===== src/rtl/fp_pkg.sv =====
// Shared definitions for the iterative floating-point multiplier:
// controller state encoding, flag bit positions and helpers that build
// special-value encodings for any exponent/mantissa width up to 64 bits.
package fp_pkg;

  typedef enum logic [2:0] {
    IDLE  = 3'd0,
    CLASS = 3'd1,
    MULT  = 3'd2,
    NORM  = 3'd3,
    ROUND = 3'd4,
    DONE  = 3'd5
  } state_t;

  // Bit positions inside the 4-bit flag vector {invalid, overflow, underflow, inexact}
  localparam int FLAG_INVALID   = 3;
  localparam int FLAG_OVERFLOW  = 2;
  localparam int FLAG_UNDERFLOW = 1;
  localparam int FLAG_INEXACT   = 0;

  // Constructors return a 64-bit value; callers size-cast to 1+exp_w+man_w.
  localparam int FP_MAX_W = 64;

  // Canonical quiet NaN: sign 0, exponent all ones, mantissa MSB set.
  function automatic logic [FP_MAX_W-1:0] fp_nan(input int exp_w, input int man_w);
    logic [FP_MAX_W-1:0] r;
    r = ((FP_MAX_W'(1) << exp_w) - FP_MAX_W'(1)) << man_w;
    r[man_w-1] = 1'b1;
    return r;
  endfunction

  // Signed infinity: exponent all ones, mantissa zero.
  function automatic logic [FP_MAX_W-1:0] fp_inf(input logic sign, input int exp_w,
                                                 input int man_w);
    logic [FP_MAX_W-1:0] r;
    r = ((FP_MAX_W'(1) << exp_w) - FP_MAX_W'(1)) << man_w;
    r[exp_w+man_w] = sign;
    return r;
  endfunction

  // Signed zero.
  function automatic logic [FP_MAX_W-1:0] fp_zero(input logic sign, input int exp_w,
                                                  input int man_w);
    logic [FP_MAX_W-1:0] r;
    r = '0;
    r[exp_w+man_w] = sign;
    return r;
  endfunction

endpackage


===== src/rtl/fp_mult_shift_add.sv =====
// Radix-2 shift-add datapath: a multiplicand register and a 2N-bit
// accumulator whose low half initially holds the multiplier. Each step
// conditionally adds the multiplicand to the upper half (based on the
// current multiplier LSB) and shifts the whole accumulator right by one.
// After N steps the accumulator holds the full 2N-bit product.
module fp_mult_shift_add #(
  parameter int N = 24
) (
  input  logic           clk,
  input  logic           rst_n,
  input  logic           load,
  input  logic           step,
  input  logic [N-1:0]   mcand_in,
  input  logic [N-1:0]   mplier_in,
  output logic [2*N-1:0] acc
);

  logic [N-1:0] mcand_q;
  logic [N:0]   sum;

  // Partial-product add for the multiplier bit currently at acc[0]
  always_comb begin
    sum = {1'b0, acc[2*N-1:N]} + (acc[0] ? {1'b0, mcand_q} : '0);
  end

  // Load operands, or advance one multiplier bit per step
  always_ff @(posedge clk or negedge rst_n) begin
    if (!rst_n) begin
      mcand_q <= '0;
      acc     <= '0;
    end else if (load) begin
      mcand_q <= mcand_in;
      acc     <= {{N{1'b0}}, mplier_in};
    end else if (step) begin
      acc <= {sum, acc[N-1:1]};
    end
  end

endmodule


===== src/rtl/fp_mult_iter.sv =====
// Iterative floating-point multiplier controller. Special operands
// short-circuit from CLASS to DONE; everything else runs MAN_W+1
// shift-add steps, then a normalise and a round-to-nearest-even cycle.
// Subnormal inputs flush to zero and no subnormal results are produced.
// Optional macro FP_MULT_ITER_FLAGS_EN adds the out_flags port and its
// registers; out_res and timing are the same either way.
//
// Handshake: a transfer happens on a rising edge where valid and ready are
// both high. in_ready is high only in IDLE, out_valid only in DONE, so an
// accept and a result hand-off never share a cycle; out_res is held until
// out_ready is seen.
module fp_mult_iter
  import fp_pkg::*;
#(
  parameter int EXP_W = 8,
  parameter int MAN_W = 23,
  parameter int BIAS  = 127
) (
  input  logic                   clk,
  input  logic                   rst_n,
  input  logic                   in_valid,
  output logic                   in_ready,
  input  logic [EXP_W+MAN_W:0]   in_a,
  input  logic [EXP_W+MAN_W:0]   in_b,
  output logic                   out_valid,
  input  logic                   out_ready,
  output logic [EXP_W+MAN_W:0]   out_res,
`ifdef FP_MULT_ITER_FLAGS_EN
  output logic [3:0]             out_flags,
`endif
  output state_t                 dbg_state
);

  localparam int W     = 1 + EXP_W + MAN_W;
  localparam int N     = MAN_W + 1;
  localparam int CNT_W = $clog2(MAN_W + 1);
  localparam logic signed [EXP_W+1:0] BIAS_X  = (EXP_W+2)'(BIAS);
  localparam logic signed [EXP_W+1:0] EXP_MAX = {2'b00, {EXP_W{1'b1}}};

  state_t                   state_q, state_d;
  logic [W-1:0]             a_q, b_q, res_q, res_d;
  logic [CNT_W-1:0]         cnt_q;
  logic                     sign_q, guard_q, sticky_q;
  logic signed [EXP_W+1:0]  exp_q, exp_init, exp_rnd;
  logic [MAN_W-1:0]         man_q;
  logic [MAN_W:0]           man_rnd;
  logic [2*N-1:0]           prod;
  logic                     sign_c, round_up, ovf, unf;
  logic                     a_zero, a_inf, a_nan, b_zero, b_inf, b_nan;
  logic                     is_nan, is_inf, is_zero, special;
`ifdef FP_MULT_ITER_FLAGS_EN
  logic [3:0]               flags_q, flags_d;
`endif

  fp_mult_shift_add #(.N(N)) u_shift_add (
    .clk       (clk),
    .rst_n     (rst_n),
    .load      (state_q == CLASS),
    .step      (state_q == MULT),
    .mcand_in  ({1'b1, a_q[MAN_W-1:0]}),
    .mplier_in ({1'b1, b_q[MAN_W-1:0]}),
    .acc       (prod)
  );

  // Operand classification, special-case priority and rounding arithmetic
  always_comb begin
    a_zero   = (a_q[W-2:MAN_W] == '0);
    b_zero   = (b_q[W-2:MAN_W] == '0);
    a_inf    = (a_q[W-2:MAN_W] == '1) && (a_q[MAN_W-1:0] == '0);
    b_inf    = (b_q[W-2:MAN_W] == '1) && (b_q[MAN_W-1:0] == '0);
    a_nan    = (a_q[W-2:MAN_W] == '1) && (a_q[MAN_W-1:0] != '0);
    b_nan    = (b_q[W-2:MAN_W] == '1) && (b_q[MAN_W-1:0] != '0);
    is_nan   = a_nan || b_nan || (a_inf && b_zero) || (a_zero && b_inf);
    is_inf   = a_inf || b_inf;
    is_zero  = a_zero || b_zero;
    special  = is_nan || is_inf || is_zero;
    sign_c   = a_q[W-1] ^ b_q[W-1];
    exp_init = $signed({2'b00, a_q[W-2:MAN_W]}) + $signed({2'b00, b_q[W-2:MAN_W]}) - BIAS_X;
    round_up = guard_q && (sticky_q || man_q[0]);
    man_rnd  = {1'b0, man_q} + {{MAN_W{1'b0}}, round_up};
    exp_rnd  = exp_q + {{(EXP_W+1){1'b0}}, man_rnd[MAN_W]};
    ovf      = (exp_rnd >= EXP_MAX);
    unf      = exp_rnd[EXP_W+1] || (exp_rnd == '0);
  end

  // Result and flag values produced by CLASS (special cases) and ROUND
  always_comb begin
    res_d = res_q;
`ifdef FP_MULT_ITER_FLAGS_EN
    flags_d = flags_q;
`endif
    if (state_q == CLASS && special) begin
`ifdef FP_MULT_ITER_FLAGS_EN
      flags_d = '0;
      flags_d[FLAG_INVALID] = is_nan;
`endif
      if (is_nan)      res_d = W'(fp_nan(EXP_W, MAN_W));
      else if (is_inf) res_d = W'(fp_inf(sign_c, EXP_W, MAN_W));
      else             res_d = W'(fp_zero(sign_c, EXP_W, MAN_W));
    end else if (state_q == ROUND) begin
`ifdef FP_MULT_ITER_FLAGS_EN
      flags_d = '0;
      flags_d[FLAG_OVERFLOW]  = ovf;
      flags_d[FLAG_UNDERFLOW] = !ovf && unf;
      flags_d[FLAG_INEXACT]   = ovf || unf || guard_q || sticky_q;
`endif
      if (ovf)      res_d = W'(fp_inf(sign_q, EXP_W, MAN_W));
      else if (unf) res_d = W'(fp_zero(sign_q, EXP_W, MAN_W));
      else          res_d = {sign_q, exp_rnd[EXP_W-1:0], man_rnd[MAN_W-1:0]};
    end
  end

  // State register
  always_ff @(posedge clk or negedge rst_n) begin
    if (!rst_n) state_q <= IDLE;
    else        state_q <= state_d;
  end

  // Next-state and handshake outputs
  always_comb begin
    state_d   = state_q;
    in_ready  = 1'b0;
    out_valid = 1'b0;
    case (state_q)
      IDLE: begin
        in_ready = 1'b1;
        if (in_valid) state_d = CLASS;
      end
      CLASS:   state_d = special ? DONE : MULT;
      MULT:    if (cnt_q == '0) state_d = NORM;
      NORM:    state_d = ROUND;
      ROUND:   state_d = DONE;
      DONE: begin
        out_valid = 1'b1;
        if (out_ready) state_d = IDLE;
      end
      default: state_d = IDLE;
    endcase
  end

  // Operand capture, step counter, exponent and normalised mantissa fields
  always_ff @(posedge clk or negedge rst_n) begin
    if (!rst_n) begin
      a_q      <= '0;
      b_q      <= '0;
      sign_q   <= 1'b0;
      exp_q    <= '0;
      cnt_q    <= '0;
      man_q    <= '0;
      guard_q  <= 1'b0;
      sticky_q <= 1'b0;
    end else begin
      case (state_q)
        IDLE: if (in_valid) begin
          a_q <= in_a;
          b_q <= in_b;
        end
        CLASS: begin
          sign_q <= sign_c;
          exp_q  <= exp_init;
          cnt_q  <= CNT_W'(MAN_W);
        end
        MULT: if (cnt_q != '0) cnt_q <= cnt_q - 1'b1;
        NORM: begin
          // Product lies in [1,4); a set MSB means one extra right shift
          exp_q <= exp_q + {{(EXP_W+1){1'b0}}, prod[2*N-1]};
          if (prod[2*N-1]) begin
            man_q    <= prod[2*MAN_W:MAN_W+1];
            guard_q  <= prod[MAN_W];
            sticky_q <= |prod[MAN_W-1:0];
          end else begin
            man_q    <= prod[2*MAN_W-1:MAN_W];
            guard_q  <= prod[MAN_W-1];
            sticky_q <= |prod[MAN_W-2:0];
          end
        end
        default: ;
      endcase
    end
  end

  // Result (and flag) registers, held stable through DONE
  always_ff @(posedge clk or negedge rst_n) begin
    if (!rst_n) begin
      res_q   <= '0;
`ifdef FP_MULT_ITER_FLAGS_EN
      flags_q <= '0;
`endif
    end else begin
      res_q   <= res_d;
`ifdef FP_MULT_ITER_FLAGS_EN
      flags_q <= flags_d;
`endif
    end
  end

  assign out_res   = res_q;
  assign dbg_state = state_q;
`ifdef FP_MULT_ITER_FLAGS_EN
  assign out_flags = flags_q;
`endif

endmodule


===== config.mk =====
export PLATFORM = sky130hd
export DESIGN_NAME = fp_mult_iter
export DESIGN_NICKNAME = d
export VERILOG_FILES = /design/src/rtl/fp_pkg.sv /design/src/rtl/fp_mult_shift_add.sv /design/src/rtl/fp_mult_iter.sv
export SDC_FILE = /design/constraint.sdc
export NUM_CORES = 1
export LEC_CHECK = 0
export BUFFER_PORTS_ARGS = -buffer_cell sky130_fd_sc_hd__buf_2
export CAP_MARGIN = 20
export CORE_UTILIZATION = 40
export CTS_BUF_LIST = sky130_fd_sc_hd__clkbuf_8
export CTS_CLUSTER_DIAMETER = 200
export DETAILED_ROUTE_END_ITERATION = 7
export PLACE_DENSITY = 0.6
export REMOVE_ABC_BUFFERS = 1
export SETUP_SLACK_MARGIN = 0.05
export SLEW_MARGIN = 20
export SYNTH_ARGS = -nofsm -noshare
export SYNTH_HDL_FRONTEND = slang
export SYNTH_SLANG_ARGS = --single-unit

===== constraint.sdc =====
create_clock -name clk -period 7.9 [get_ports clk]
set_input_delay 0.395 -clock clk [delete_from_list [all_inputs] [get_ports clk]]
set_output_delay 0.395 -clock clk [all_outputs]
set_load 0.005 [all_outputs]

==> results of run 1 <==
[flip-flops by register name, summed over array words and instances (netlist names)]
name and flops:
out_res 32, u_shift_add.acc 48, a_q 32, man_q 23, b_q 32, exp_q 10
guard_q 1, sign_q 1, u_shift_add.mcand_q 24, dbg_state 3, cnt_q 5, sticky_q 1
[power breakdown]
group	total, mW	internal (mW)	switching, mW
registers	2.05	1.57	0.486
logic	2.11	0.954	1.16
clock network	1.06	0.599	0.456
total	5.22	3.12	2.10
[layout make-up]
cell class,count,share of cell area
well taps,378,0.0360
clock inverters,19,0.00809
repair buffers,115,0.0470
multi-input cells,894,0.448
flip-flops and latches,212,0.404
clock buffers,50,0.0523
inverters,19,0.00542
[final timing paths]
| path | startpoint | endpoint |
|---|---|---|
| worst max-delay path | man_q[0] | out_res[2] |
| worst max register to register | man_q[0] | out_res[2] |
| min in group asynchronous | rst_n | b_q[15] |
| worst min-delay path | out_ready | dbg_state[0] |
| worst min register to register | u_shift_add.mcand_q[23] | u_shift_add.mcand_q[23] |
| max in group asynchronous | rst_n | u_shift_add.acc[45] |
[cell families (layout without fill, tap and decap cells)]
kind of cell / Yosys count / after routing / share of synthesized area
buf+inv: 81 / 203 / 0.0333
simple gates: 463 / 463 / 0.188
mux: 88 / 88 / 0.0826
xor+xnor: 52 / 52 / 0.0394
fa+ha+maj: 49 / 49 / 0.0543
compound gates: 242 / 242 / 0.144
flops: 212 / 212 / 0.459
[critical path: stages (launching register included)]
cell                       delay, ns
sky130_fd_sc_hd__dfrtp_1        0.37
sky130_fd_sc_hd__o21a_1         0.12
sky130_fd_sc_hd__ha_1           0.18
sky130_fd_sc_hd__nand2_1        0.11
sky130_fd_sc_hd__or2_2          0.34
sky130_fd_sc_hd__nor3_1         0.19
sky130_fd_sc_hd__nand3_1        0.09
sky130_fd_sc_hd__nor2_1         0.22
sky130_fd_sc_hd__ha_1           0.33
sky130_fd_sc_hd__and4_1         0.37
sky130_fd_sc_hd__and3_1         0.25
sky130_fd_sc_hd__a31oi_1        0.16
sky130_fd_sc_hd__o211ai_4       0.77
sky130_fd_sc_hd__o21ai_0        0.21
[layer usage]
metal	vias up	part of all wire
met3	36	0.038
met2	178	0.43
met1	4212	0.51
li1	4438	-
met4	0	0.016
met5	-	0
[through the flow]
stage | util | cell area [sq um] | total power [mW] | cells | setup WS, ns
floorplan | - | 11300 | 3.52 | 1125 | 4.21
global placement | 0.439 | 12300 | 4.15 | 1617 | 4.10
detailed placement | 0.439 | 12300 | 4.19 | 1617 | 4.00
CTS | 0.468 | 13100 | 5.27 | 1687 | 4.00
global route | 0.468 | 13100 | 5.68 | 1687 | 3.67
finish | 0.468 | 13100 | 5.22 | 1687 | 4.02
[layout by cell type (no fill, tap or decap), types with 29 or more instances in the layout]
master,count
sky130_fd_sc_hd__nand2_1,224
sky130_fd_sc_hd__dfrtp_1,212
sky130_fd_sc_hd__buf_2,103
sky130_fd_sc_hd__o21ai_0,70
sky130_fd_sc_hd__mux2_2,60
sky130_fd_sc_hd__nor2_1,59
sky130_fd_sc_hd__clkbuf_8,51
sky130_fd_sc_hd__ha_1,47
sky130_fd_sc_hd__and2_1,34
sky130_fd_sc_hd__a21oi_1,33
sky130_fd_sc_hd__inv_1,32
sky130_fd_sc_hd__nand3_1,29
[what timing repair did]
item | 4_1_cts | 5_1_grt
hold buffers | 1 | 0
gates resized for setup | 0 | 0
endpoints found under the hold margin | 68 | 0
==> results by stage, run 1 <==
Timing:
- The slew at the pin closest to its max-slew limit is 0.945 ns.
- The setup clock skew after layout is roughly 0.019 ns.
- The worst slew margin relative to its limit is 0.370.
- The smallest clock period supported by the final layout is computed as 3.88 ns.
- The number of slew-limit violations in the final report is 0.
- The hold slack is approximately 0.060 ns.
- Setup repair after global routing left no endpoint under its margin.
- The final hold violation count is 0.
- The final sum of negative setup slack is 0 ns.
- The ratio of final minimum period to clock period is 0.491.
- Static timing analysis puts the maximum clock frequency at 0.258 GHz.
- Setup violations remaining at the end of the flow were counted as 0.

Critical path:
- The path depth of the worst reg2reg path is 13.
- The endpoint kind of the worst setup timing path is a flip-flop.
- The worst reg-to-reg setup slack is 4.02 ns.
- The data required time of the critical path is 8.27 ns.
- In this run the worst path has a maximum fanout of 23.
- The data arrival time at the worst-slack endpoint is ~4.3 ns.
- The critical path in this run is classified as reg2reg.
- The worst setup path is launched from a flip-flop.

Clocking:
- The maximum level of the CTS H-tree is 2.
- The buffer type at the clock tree root is sky130_fd_sc_hd__clkbuf_8.
- After clock tree synthesis, the clock-pin slew on the worst setup and hold paths is ~0.060 ns.
- The clock reaches the later pin of the worst-skew pair after about 0.53 ns.
- TritonCTS built the clock tree.
- The number of sinks handled by clock tree synthesis is 212.
- The number of CTS-inserted buffers is 39.
- The clock passes through at most 3 buffers.
- The count of buffers added by post-CTS timing repair for setup is 0.

Global routing:
- The number of antenna violations at the first check in global routing is 0.
- The global routing met2 resource utilization is 0.286.
- The met1 routing resource usage after global routing is 0.281.
- In this run the most used layer during global routing was met2.
- The number of global-route vias before repair came to 8,562.
- Entering global routing, the biggest net connects between 80 and 90 pins.
- Global routing finished with a remaining overflow of 0.
- The wire length of the first global-routing pass is around 45,000 microns.
- For this run, global-route usage on met3 was measured as 0.0302.
- For this run, the total global-route usage over all layers was measured as 0.190.

Synthesis:
- The fraction of synthesis flops using an asynchronous set or reset pin is 1.00.
- After technology mapping, the gate count stands at between 1,000 and 1,500.
- Of the synthesized area, sequential elements account for 0.459.
- The area of the mapped netlist is ~12,000 sq um.
- A synthesized cell averages about 9.7 sq um.
- The commonest cells after synthesis are 224 x sky130_fd_sc_hd__nand2_1, 212 x sky130_fd_sc_hd__dfrtp_1, 70 x sky130_fd_sc_hd__o21ai_0, 60 x sky130_fd_sc_hd__mux2_2, 60 x sky130_fd_sc_hd__nor2_1.
- Counting flops with a built-in enable in the synthesized netlist gives 0.
- The synthesized netlist contains 75 unique library cells.
- After synthesis, the cell types taking the most area are sky130_fd_sc_hd__dfrtp_1 46%, sky130_fd_sc_hd__nand2_1 7.3%, sky130_fd_sc_hd__mux2_2 5.8%, sky130_fd_sc_hd__ha_1 5.1%, sky130_fd_sc_hd__o21ai_0 3.0%.
- Of the post-synthesis cell area, the dominant cell type holds 0.459.
- The most common cell in the synthesized netlist is sky130_fd_sc_hd__nand2_1.
- The cell type with the highest aggregate area in the netlist is sky130_fd_sc_hd__dfrtp_1.
- The most instantiated flip-flop cell in the synthesis netlist is sky130_fd_sc_hd__dfrtp_1.
- The count of state elements after synthesis is around 210.
- The number of warnings issued by yosys is 0.

Routing:
- Summing over every cut layer, the via total after detailed routing is 8,864.
- Dividing the detail-routed via count by the number of cells gives about 5.3.
- Wires add up to approximately 27,000 microns.
- Before antenna repair, the detailed router went through 5 iterations.
- The post-detailed-route count of antenna-violating nets is 0.
- The violation count after the first detailed-routing iteration is between 600 and 700.
- Dividing the detail-routed wire length by the instance count gives between 15 and 20 microns.
- After detailed routing, the number of remaining DRC violations is 0.

Status:
- The flow ran to the end, and the final reports show no timing, DRC or antenna violations.

Min path:
- The class of the most critical hold timing path is in2reg.
- The number of stages on the worst hold path is 2.

Floorplan:
- The core region is about 28,000 sq um.
- The floorplan step set the die height to 172 microns.
- The starting density of the core is 0.412.
- During I/O placement, the number of pins put on the boundary was roughly 110.
- The floorplan die area is between 20,000 and 30,000 sq um.
- The floorplan step set the die width to 172 microns.
- The floorplan has between 60 and 70 rows.

Pwr:
- The maximum ir drop on the vdd rail is 0.190 mV.
- The static power due to leakage is 5.97 nW.
- Dividing total power by cell area gives a power density of a little under 400 nW/um^2.

Flow run:
- The count of maximum capacitance violations is 0.

Final layout:
- Compared with the post-synthesis result, the final layout area differs by 13.7%.
- The number of nets in the layout is 1,398.
- The layout has 2,773 filler cells.
- The area used by multi-input combinational logic is 5880 sq um.
- Summing all flip-flop and latch instances after layout gives about 5300 sq um.
- The repair_antennas step left the layout with diodes totalling 0.
- The fraction of final layout cells with drive strength greater than 1 is 0.211.

Place:
- At the end of routability-driven placement, the weighted congestion stood at between 0.8 and 0.9.
- The number of buffer cells added on primary ports is approximately 100.
- Once detailed placement completed, the half-perimeter wirelength came to around 19,000 microns.
Note: power is estimated with default switching activity, not from simulation.
==> run 2, diff against run 1 <==
- ABC_AREA: unset -> 1
- PLACE_DENSITY: 0.6 -> 0.62
- clock period: 7.9 -> 3.15 ns (I/O delays scaled with it)
==> results by stage, run 2 <==
Synthesis:
- Of the total synthesized cell area, the portion taken by full adders, half adders and majority gates is 0.0524.
- The synthesized area per cell is between 7 and 8 sq um.
- After synthesis, the cell types taking the most area are sky130_fd_sc_hd__dfrtp_1 44%, sky130_fd_sc_hd__nand2_1 12%, sky130_fd_sc_hd__o21ai_0 7.6%, sky130_fd_sc_hd__inv_1 5.7%, sky130_fd_sc_hd__ha_1 4.9%.
- The main combinational cell family by area after synthesis is simple AND/OR/NAND/NOR gates.
- The area fraction in compound gates after synthesis is 0.140.
- In this run the cell area of the synthesized design comes to 12,000 sq um.
- The share of synthesized area in the top cell type comes to 0.443.
- The dominant cell by count in the synthesized netlist is sky130_fd_sc_hd__nand2_1.
- The mux contribution to synthesized area is 0.0376.
- The area share of xor/xnor cells in the synthesized design is 0.00877.
- For this run, the number of Yosys warnings is 0.
- The fraction of synthesis flops using an asynchronous set or reset pin is 1.00.
- The synthesized design contains 0 enable-type register cells.
- The distinct cell type count after synthesis is 49.
- Of the synthesized area, sequential elements account for 0.443.
- The largest total area in the synthesized netlist belongs to sky130_fd_sc_hd__dfrtp_1.
- Among all flip-flop cells after synthesis, the most frequent one is sky130_fd_sc_hd__dfrtp_1.
- Of the total synthesized cell area, the portion taken by AND, OR, NAND and NOR gates is 0.240.
- After technology mapping, the gate count stands at roughly 1,500.
- The count of state elements after synthesis is 212.
- In the synthesized netlist, the cells that appear most often are 389 x sky130_fd_sc_hd__nand2_1, 212 x sky130_fd_sc_hd__dfrtp_1, 183 x sky130_fd_sc_hd__o21ai_0, 182 x sky130_fd_sc_hd__inv_1, 129 x sky130_fd_sc_hd__nor2_1.

Critical path:
- The most critical setup path has its startpoint at man_q[0].
- The class of the most critical setup path is reg2reg.
- The timing endpoint of the critical path is out_res[22].
- Data on the critical path arrives at its endpoint at around 3.6 ns.
- The kind of start point of the critical path is a flip-flop.
- Of all nets on the critical path, the largest fanout is 6.
- The reg-to-reg critical path startpoint is man_q[0].
- Counting cells, the worst reg-to-reg path comes to 20.
- STA classifies the critical path endpoint as a flip-flop.
- The terminus of the critical flop-to-flop path is out_res[22].
- The data required time of the critical path is 3.61 ns.
- Across all register-to-register paths, the minimum setup slack is -0.009 ns.

Status:
- The flow ran to the end, but the final reports show violations.
- The final reports fail on negative setup slack.

Floorplan:
- In this run the horizontal extent of the chip is 175 microns.
- The floorplan die area is 30,700 sq um.
- The initialized floorplan defines 63 standard-cell rows.
- For this configuration, the core starts out at a cell density of 0.405.
- The floorplan step defined a core boundary enclosing roughly 30,000 sq um.
- The boundary pin count is ~110.
- From bottom edge to top edge, the die measures between 150 and 200 microns.

Final layout:
- The fraction of final layout cells with drive strength greater than 1 is 0.172.
- The register with the most flip-flops in the layout has 48 of them.
- The register ranked first by flip-flop count is u_shift_add.acc.
- Leaving out fill and tap cells, the most frequent cells in the layout are 381 x sky130_fd_sc_hd__nand2_1, 212 x sky130_fd_sc_hd__dfrtp_1, 192 x sky130_fd_sc_hd__inv_1, 182 x sky130_fd_sc_hd__o21ai_0, 124 x sky130_fd_sc_hd__nor2_1.
- The repair_antennas step left the layout with diodes totalling 0.
- The total non-filler cell area in the finished layout is between 10,000 and 15,000 sq um.
- The library cell used most frequently in the layout, excluding fill and tap cells, is sky130_fd_sc_hd__nand2_1.
- The number of nets in the layout is about 1,800.
- The area overhead of the layout relative to synthesis is 23.3%.

Routing:
- The number of vias per cell is 4.95.
- The total detailed-routing wirelength is just over 30,000 microns.
- The residual DRC count is 0.
- In the final routed layout, each cell accounts on average for about 14 microns.
- The routed layout has 10,600 vias.
- The post-detailed-route count of antenna-violating nets is 0.
- For this run, the detailed router's first-pass iteration total came to 4.
- The violation count after the first detailed-routing iteration is 536.

Timing:
- The total setup violations reported at the end of the flow is 1.
- The maximum clock frequency is between 0.3 and 0.4 GHz.
- The number of slew-limit violations in the final report is 0.
- The setup clock skew after layout is between 0.02 and 0.025 ns.
- The final hold violation count is 0.
- The minimum period implied by the final worst setup slack is about 3.2 ns.
- In the final timing run, aggregate negative setup slack is -0.00851 ns.
- The post-layout worst setup margin is -0.00851 ns.
- Setup repair after global routing could not meet its margin everywhere.
- The slew at the pin closest to its max-slew limit is about 1.0 ns.
- The worst slew margin relative to its limit is 0.325.
- The ratio of final minimum period to clock period is 1.00.

Global routing:
- In the global route stage, overall resource usage came out at 0.203.
- The number of antenna violations at the first check in global routing is 1.
- The number of global-route vias before repair is roughly 10,000.
- Entering global routing, the biggest net connects 103 pins.
- The first global-routing pass estimated between 50,000 and 60,000 microns of wire.
- The global route total overflow is 0.

Clocking:
- The clock latency on the worst-skew pair is roughly 0.53 ns.
- The number of clock buffers added by TritonCTS is 40.
- TritonCTS built the clock tree.
- CTS built an H-tree with a depth of 2.
- The number of sinks handled by clock tree synthesis is ~210.
- The clock-pin slew reported for the worst setup and hold paths after clock tree synthesis is ~0.05 ns.
- In this run the deepest clock path goes through 3 buffers.
- The buffer type at the clock tree root is sky130_fd_sc_hd__clkbuf_8.

Pwr:
- In this run the power density over the cells is between 900 and 1000 nW/um^2.
- In this run the static leakage power is roughly 7.4 nW.
- The overall power after layout is approximately 14 mW.
- The maximum ir drop on the vdd rail is around 0.46 mV.

Place:
- The post-placement worst setup slack is -0.200 ns.
- The congestion estimate from routability-driven global placement came to ~0.87.
- The HPWL after detailed placement is 21,500 microns.
- Buffers placed on the I/O ports in this run total between 100 and 150.
- The instance area at placement is ~13,000 sq um.

Flow run:
- Across the run, the number of max-cap violations was 0.

Min path:
- The tightest min-delay check is of the in2reg type.
run 2: through the flow:
stage                      util  hold WS (ns)  std cells
after detailed placement  0.441         0.304       2000
final                     0.500        0.0483       2145
after CTS                 0.496        0.0112       2143
after floorplan               -        -0.138       1476
after global placement    0.441         0.298       2000
after global routing      0.500        0.0406       2145
run 2: power breakdown:
group	total [mW]	internal [mW]	switching (mW)
Combinational	6.05	2.36	3.70
Clock	2.86	1.72	1.14
Sequential	4.83	3.94	0.888
Total	13.7	8.02	5.73
run 2: worst min-delay path by stage:
stage,start,end,slack [ns],cells past startpoint
after floorplan,rst_n,a_q[0],-0.14,0
after global placement,rst_n,out_res[29],0.30,1
after detailed placement,rst_n,out_res[29],0.30,1
after CTS,in_valid,dbg_state[0],0.01,4
after global routing,in_valid,dbg_state[0],0.04,4
final,in_valid,dbg_state[0],0.05,4
run 2: cell families after synthesis:
group / count (synthesis)
buffers and inverters: 237
muxes: 40
DFF: 212
xor gates and xnor gates: 12
and+or+nand+nor: 668
AOI/OAI and AO/OA: 308
adders and majority gates: 49
run 2: final cells by class:
type                            instances  area, sq um
Sequential cell                       212         5310
Timing Repair Buffer                  206         1510
Multi-Input combinational cell       1079         5900
Clock buffer                           52          716
Fill cell                            2891        14800
Tap cell                              390          488
Inverter                              187          707
Clock inverter                         19          156
run 2: repair_timing:
action / in CTS / in global routing
gates resized for setup: 10 / 23
endpoints found under the hold margin: 164 / 0
setup endpoints to repair: 30 / 31
buffers inserted: 5 / 1
gates cloned: 1 / 1
pin swaps: 2 / 29
hold buffers: 66 / 0
run 2: routing by layer:
metal,GRT usage,part of all wire
met5,0,0
met1,0.290,0.49
met3,0.0283,0.043
met4,0.0609,0.021
met2,0.317,0.45
run 2: critical path: stages (launching register included):
cell	delay (ns)
sky130_fd_sc_hd__dfrtp_1	0.36
sky130_fd_sc_hd__nor2_1	0.05
sky130_fd_sc_hd__nor2_1	0.10
sky130_fd_sc_hd__ha_2	0.22
sky130_fd_sc_hd__nand4_1	0.13
sky130_fd_sc_hd__nor2_2	0.18
sky130_fd_sc_hd__nand3_2	0.13
sky130_fd_sc_hd__nor2_4	0.13
sky130_fd_sc_hd__nand3_4	0.09
sky130_fd_sc_hd__nor3_4	0.19
sky130_fd_sc_hd__ha_2	0.21
sky130_fd_sc_hd__nand2_2	0.07
sky130_fd_sc_hd__nor2_4	0.22
sky130_fd_sc_hd__nand3_1	0.12
sky130_fd_sc_hd__nand2_2	0.11
sky130_fd_sc_hd__nor2_4	0.05
sky130_fd_sc_hd__nand3_4	0.11
sky130_fd_sc_hd__nand3_4	0.15
sky130_fd_sc_hd__nor2_4	0.29
sky130_fd_sc_hd__nand3_1	0.11
sky130_fd_sc_hd__nand3_1	0.08
==> run 3, diff against run 2 <==
- PLACE_DENSITY: 0.62 -> 0.57
==> results by stage, run 3 (synthesis gave the netlist of run 2 again) <==
Final layout:
- The final non-filler cell total is 2,155.
- The most common cell after layout, fill and taps aside is sky130_fd_sc_hd__nand2_1.
- The final-layout fill cell count is approximately 2,900.
- After routing the design area is roughly 15,000 sq um.
- The register with the most flip-flops in the final layout is u_shift_add.acc.
- In the final layout, the share of cells above drive strength 1 is 0.174.
- The final design utilization is 0.500.
- For this run, the post-layout net count is 1,854.
- In the layout the commonest cells are 385 x sky130_fd_sc_hd__nand2_1, 212 x sky130_fd_sc_hd__dfrtp_1, 190 x sky130_fd_sc_hd__inv_1, 183 x sky130_fd_sc_hd__o21ai_0, 125 x sky130_fd_sc_hd__nor2_1.
- From synthesis to final layout, the design area changed by 23.3%.
- The flip-flop count of the largest register, all copies and words added is between 40 and 50.

Critical path:
- In this design, the largest share of critical-path delay is due to simple AND/OR/NAND/NOR gates.
- For this design, the slowest cell found on the critical path is sky130_fd_sc_hd__dfrtp_1.
- Walking the worst path, the cells encountered are nor2_1 -> nor2_1 -> ha_2 -> nand4_1 -> nor2_1 -> nand3_1 -> nor2_2 -> nand3_2 -> nor3_4 -> ha_2 -> nand2_4 -> nor2_4 -> buf_4 -> xor2_1 -> nor2_1 -> nand2_1 -> nand2_4 -> buf_12 -> nor2_8 -> o21ai_0 -> nand2_1.
- The worst setup path is captured at a flip-flop.
- The kind of start point of the critical path is a flip-flop.
- The cell that appears most often on the critical path is sky130_fd_sc_hd__nor2_1.
- The class of the most critical setup path is reg2reg.
- For the worst setup path, the data arrival time is roughly 3.6 ns.
- For the worst setup path, the data required time is roughly 3.6 ns.
- The largest single stage delay on the critical path is 0.36 ns.
- The highest fanout seen on the critical path is 6.
- The critical path contains buffers and inverters numbering 2 combined.

Timing:
- Setup slack on the critical path of the routed design comes to -0.00782 ns.
- Setup repair after global routing could not meet its margin everywhere.
- The minimum period implied by the final worst setup slack is 3.16 ns.
- The worst slew margin relative to its limit is 0.343.
- For the final database, setup skew stands at 0.0196 ns.
- Summed over all failing endpoints, the final setup total negative slack is -0.00782 ns.
- At the pin with the least slew margin, the transition time is 0.985 ns.
- The final hold violation count is 0.
- The hold slack is between 0.02 and 0.03 ns.
- Setup violations remaining at the end of the flow were counted as 1.
- The number of slew-limit violations in the final report is 0.
- Timing would allow up to roughly 0.32 GHz.
- Of the available clock period, the critical path in the final layout requires 1.00.

Global routing:
- In the global route stage, overall resource usage came out at 0.206.
- The global route total overflow is 0.
- The wire length of the first global-routing pass is between 50,000 and 60,000 microns.
- The number of global-route vias before repair was 10,500.
- The number of antenna violations at the first check in global routing is 0.
- Entering global routing, the biggest net connects 85 pins.

Place:
- The congestion estimate from routability-driven global placement came to around 0.86.
- The post-placement worst setup slack is -0.205 ns.
- The number of placed instances, taps included is approximately 2,000.
- The final HPWL from detailed placement is roughly 22,000 microns.
- The number of buffer cells added on primary ports is ~100.
- The instance area at placement is around 13,000 sq um.

Pwr:
- The maximum ir drop on the vdd rail is between 0.4 and 0.5 mV.
- Of the total power, the share spent switching nets is 0.420.
- In this run the power density over the cells is between 900 and 1000 nW/um^2.
- The share of total power dissipated in combinational logic is 0.449.
- The net switching component of the power is about 5.7 mW.
- The proportion of power drawn by flip-flops and latches is 0.352.
- The internal power contribution is 7.90 mW.
- The overall power after layout is 13.6 mW.
- Of the total power, the clock network draws 0.199.
- The static power due to leakage is around 7.4 nW.

Floorplan:
- The floorplan die area is between 30,000 and 40,000 sq um.
- Pin placement for this block handled ~110 I/O pins.
- The chip width is 175 microns.
- The initial utilization of the core area, before any placement, comes to 0.405.
- The core area is 29,600 sq um.
- The number of core rows is 63.
- Measured along the y axis, the die boundary spans 175 microns.

Clocking:
- The buffer type at the clock tree root is sky130_fd_sc_hd__clkbuf_8.
- The clock net in this run drives a total of 212 sinks.
- Clock-pin slew was measured on the worst setup and hold paths at approximately 0.060 ns.
- No sink is reached through more buffers than the 3 on the longest clock path.
- The clock latency on the worst-skew pair is about 0.54 ns.
- The maximum level of the CTS H-tree is 2.
- TritonCTS built the clock tree.
- Clock tree synthesis inserted a total of 40 buffers.

Routing:
- The via count is between 10,000 and 15,000.
- The count of nets left with antenna violations once routing finished came out at 0.
- The per-cell routed wire length is 14.1 microns.
- Summed over all layers, the routed wires come to 30,500 microns.
- Using the TritonRoute via totals, the vias-per-cell ratio works out to slightly below 5.
- The violation count after the first detailed-routing iteration is approximately 640.
- The residual DRC count is 0.
- The count of TritonRoute iterations in the first routing pass is 8.

Status:
- The run finished, with violations left.
- The final reports fail on negative setup slack.

Min path:
- The class of the most critical hold timing path is in2reg.

Flow run:
- The count of maximum capacitance violations is 0.
run 3: cell count changes in the layout (fill, tap and decap cells not counted), moves of 2 or more:
cell,before,now
sky130_fd_sc_hd__nand2_1,381,385
sky130_fd_sc_hd__clkinvlp_4,0,2
sky130_fd_sc_hd__buf_4,31,44
sky130_fd_sc_hd__buf_6,2,0
sky130_fd_sc_hd__bufinv_16,3,1
sky130_fd_sc_hd__nand2_2,10,5
sky130_fd_sc_hd__inv_1,192,190
run 3: path summary, 6_finish.rpt:
kind / from / endpoint / slack (ns) / cells past startpoint
hold / removal: in_valid / dbg_state[0] / 0.03 / 4
setup / recovery: man_q[0] / out_res[17] / -0.008 / 21
max in group asynchronous: rst_n / u_shift_add.mcand_q[10] / 2.09 / 3
min in group asynchronous: rst_n / out_res[30] / 0.18 / 2
hold reg to reg: out_res[18] / out_res[18] / 0.46 / 2
setup reg to reg: man_q[0] / out_res[17] / -0.008 / 21
run 3: per-layer routing:
layer	global-route usage	vias to the layer above	wire, microns
met5	0	-	0
met4	0.0525	0	619
met3	0.0279	56	1260
met2	0.334	209	13800
met1	0.289	4904	14800
li1	-	5446	-
run 3: power by group through the flow:
stage | combinational [mW] | sequential (mW) | clock, mW
2_1_floorplan | 4.16 | 4.65 | 0
3_3_place_gp | 5.90 | 4.78 | 0
3_5_place_dp | 5.93 | 4.83 | 0
4_1_cts | 6.10 | 4.79 | 2.79
5_1_grt | 7.07 | 4.97 | 2.93
6_report | 6.11 | 4.80 | 2.70
run 3: cell type report:
type	instances	area, sq um	area share
clock buffers	52	716	0.0484
inverters	187	707	0.0478
flip-flops and latches	212	5310	0.359
well taps	390	488	0.0330
repair buffers	217	1580	0.107
diodes	1	2.50	0.000169
clock inverters	17	104	0.00703
multi-input cells	1079	5880	0.398
run 3: worst register-to-register path: stages, from the launching register on:
cell,delay [ns]
sky130_fd_sc_hd__dfrtp_1,0.36
sky130_fd_sc_hd__nor2_1,0.05
sky130_fd_sc_hd__nor2_1,0.10
sky130_fd_sc_hd__ha_2,0.19
sky130_fd_sc_hd__nand4_1,0.14
sky130_fd_sc_hd__nor2_1,0.16
sky130_fd_sc_hd__nand3_1,0.12
sky130_fd_sc_hd__nor2_2,0.13
sky130_fd_sc_hd__nand3_2,0.11
sky130_fd_sc_hd__nor3_4,0.16
sky130_fd_sc_hd__ha_2,0.25
sky130_fd_sc_hd__nand2_4,0.07
sky130_fd_sc_hd__nor2_4,0.19
sky130_fd_sc_hd__buf_4,0.15
sky130_fd_sc_hd__xor2_1,0.14
sky130_fd_sc_hd__nor2_1,0.06
sky130_fd_sc_hd__nand2_1,0.10
sky130_fd_sc_hd__nand2_4,0.12
sky130_fd_sc_hd__buf_12,0.15
sky130_fd_sc_hd__nor2_8,0.14
sky130_fd_sc_hd__o21ai_0,0.13
sky130_fd_sc_hd__nand2_1,0.07
run 3: what timing repair did:
action,in CTS,in global routing
endpoints found under the setup margin,30,31
cloned,2,0
gates resized for setup,13,11
buffers inserted,7,4
pin swaps,3,2
hold buffers,66,0
endpoints found under the hold margin,128,0
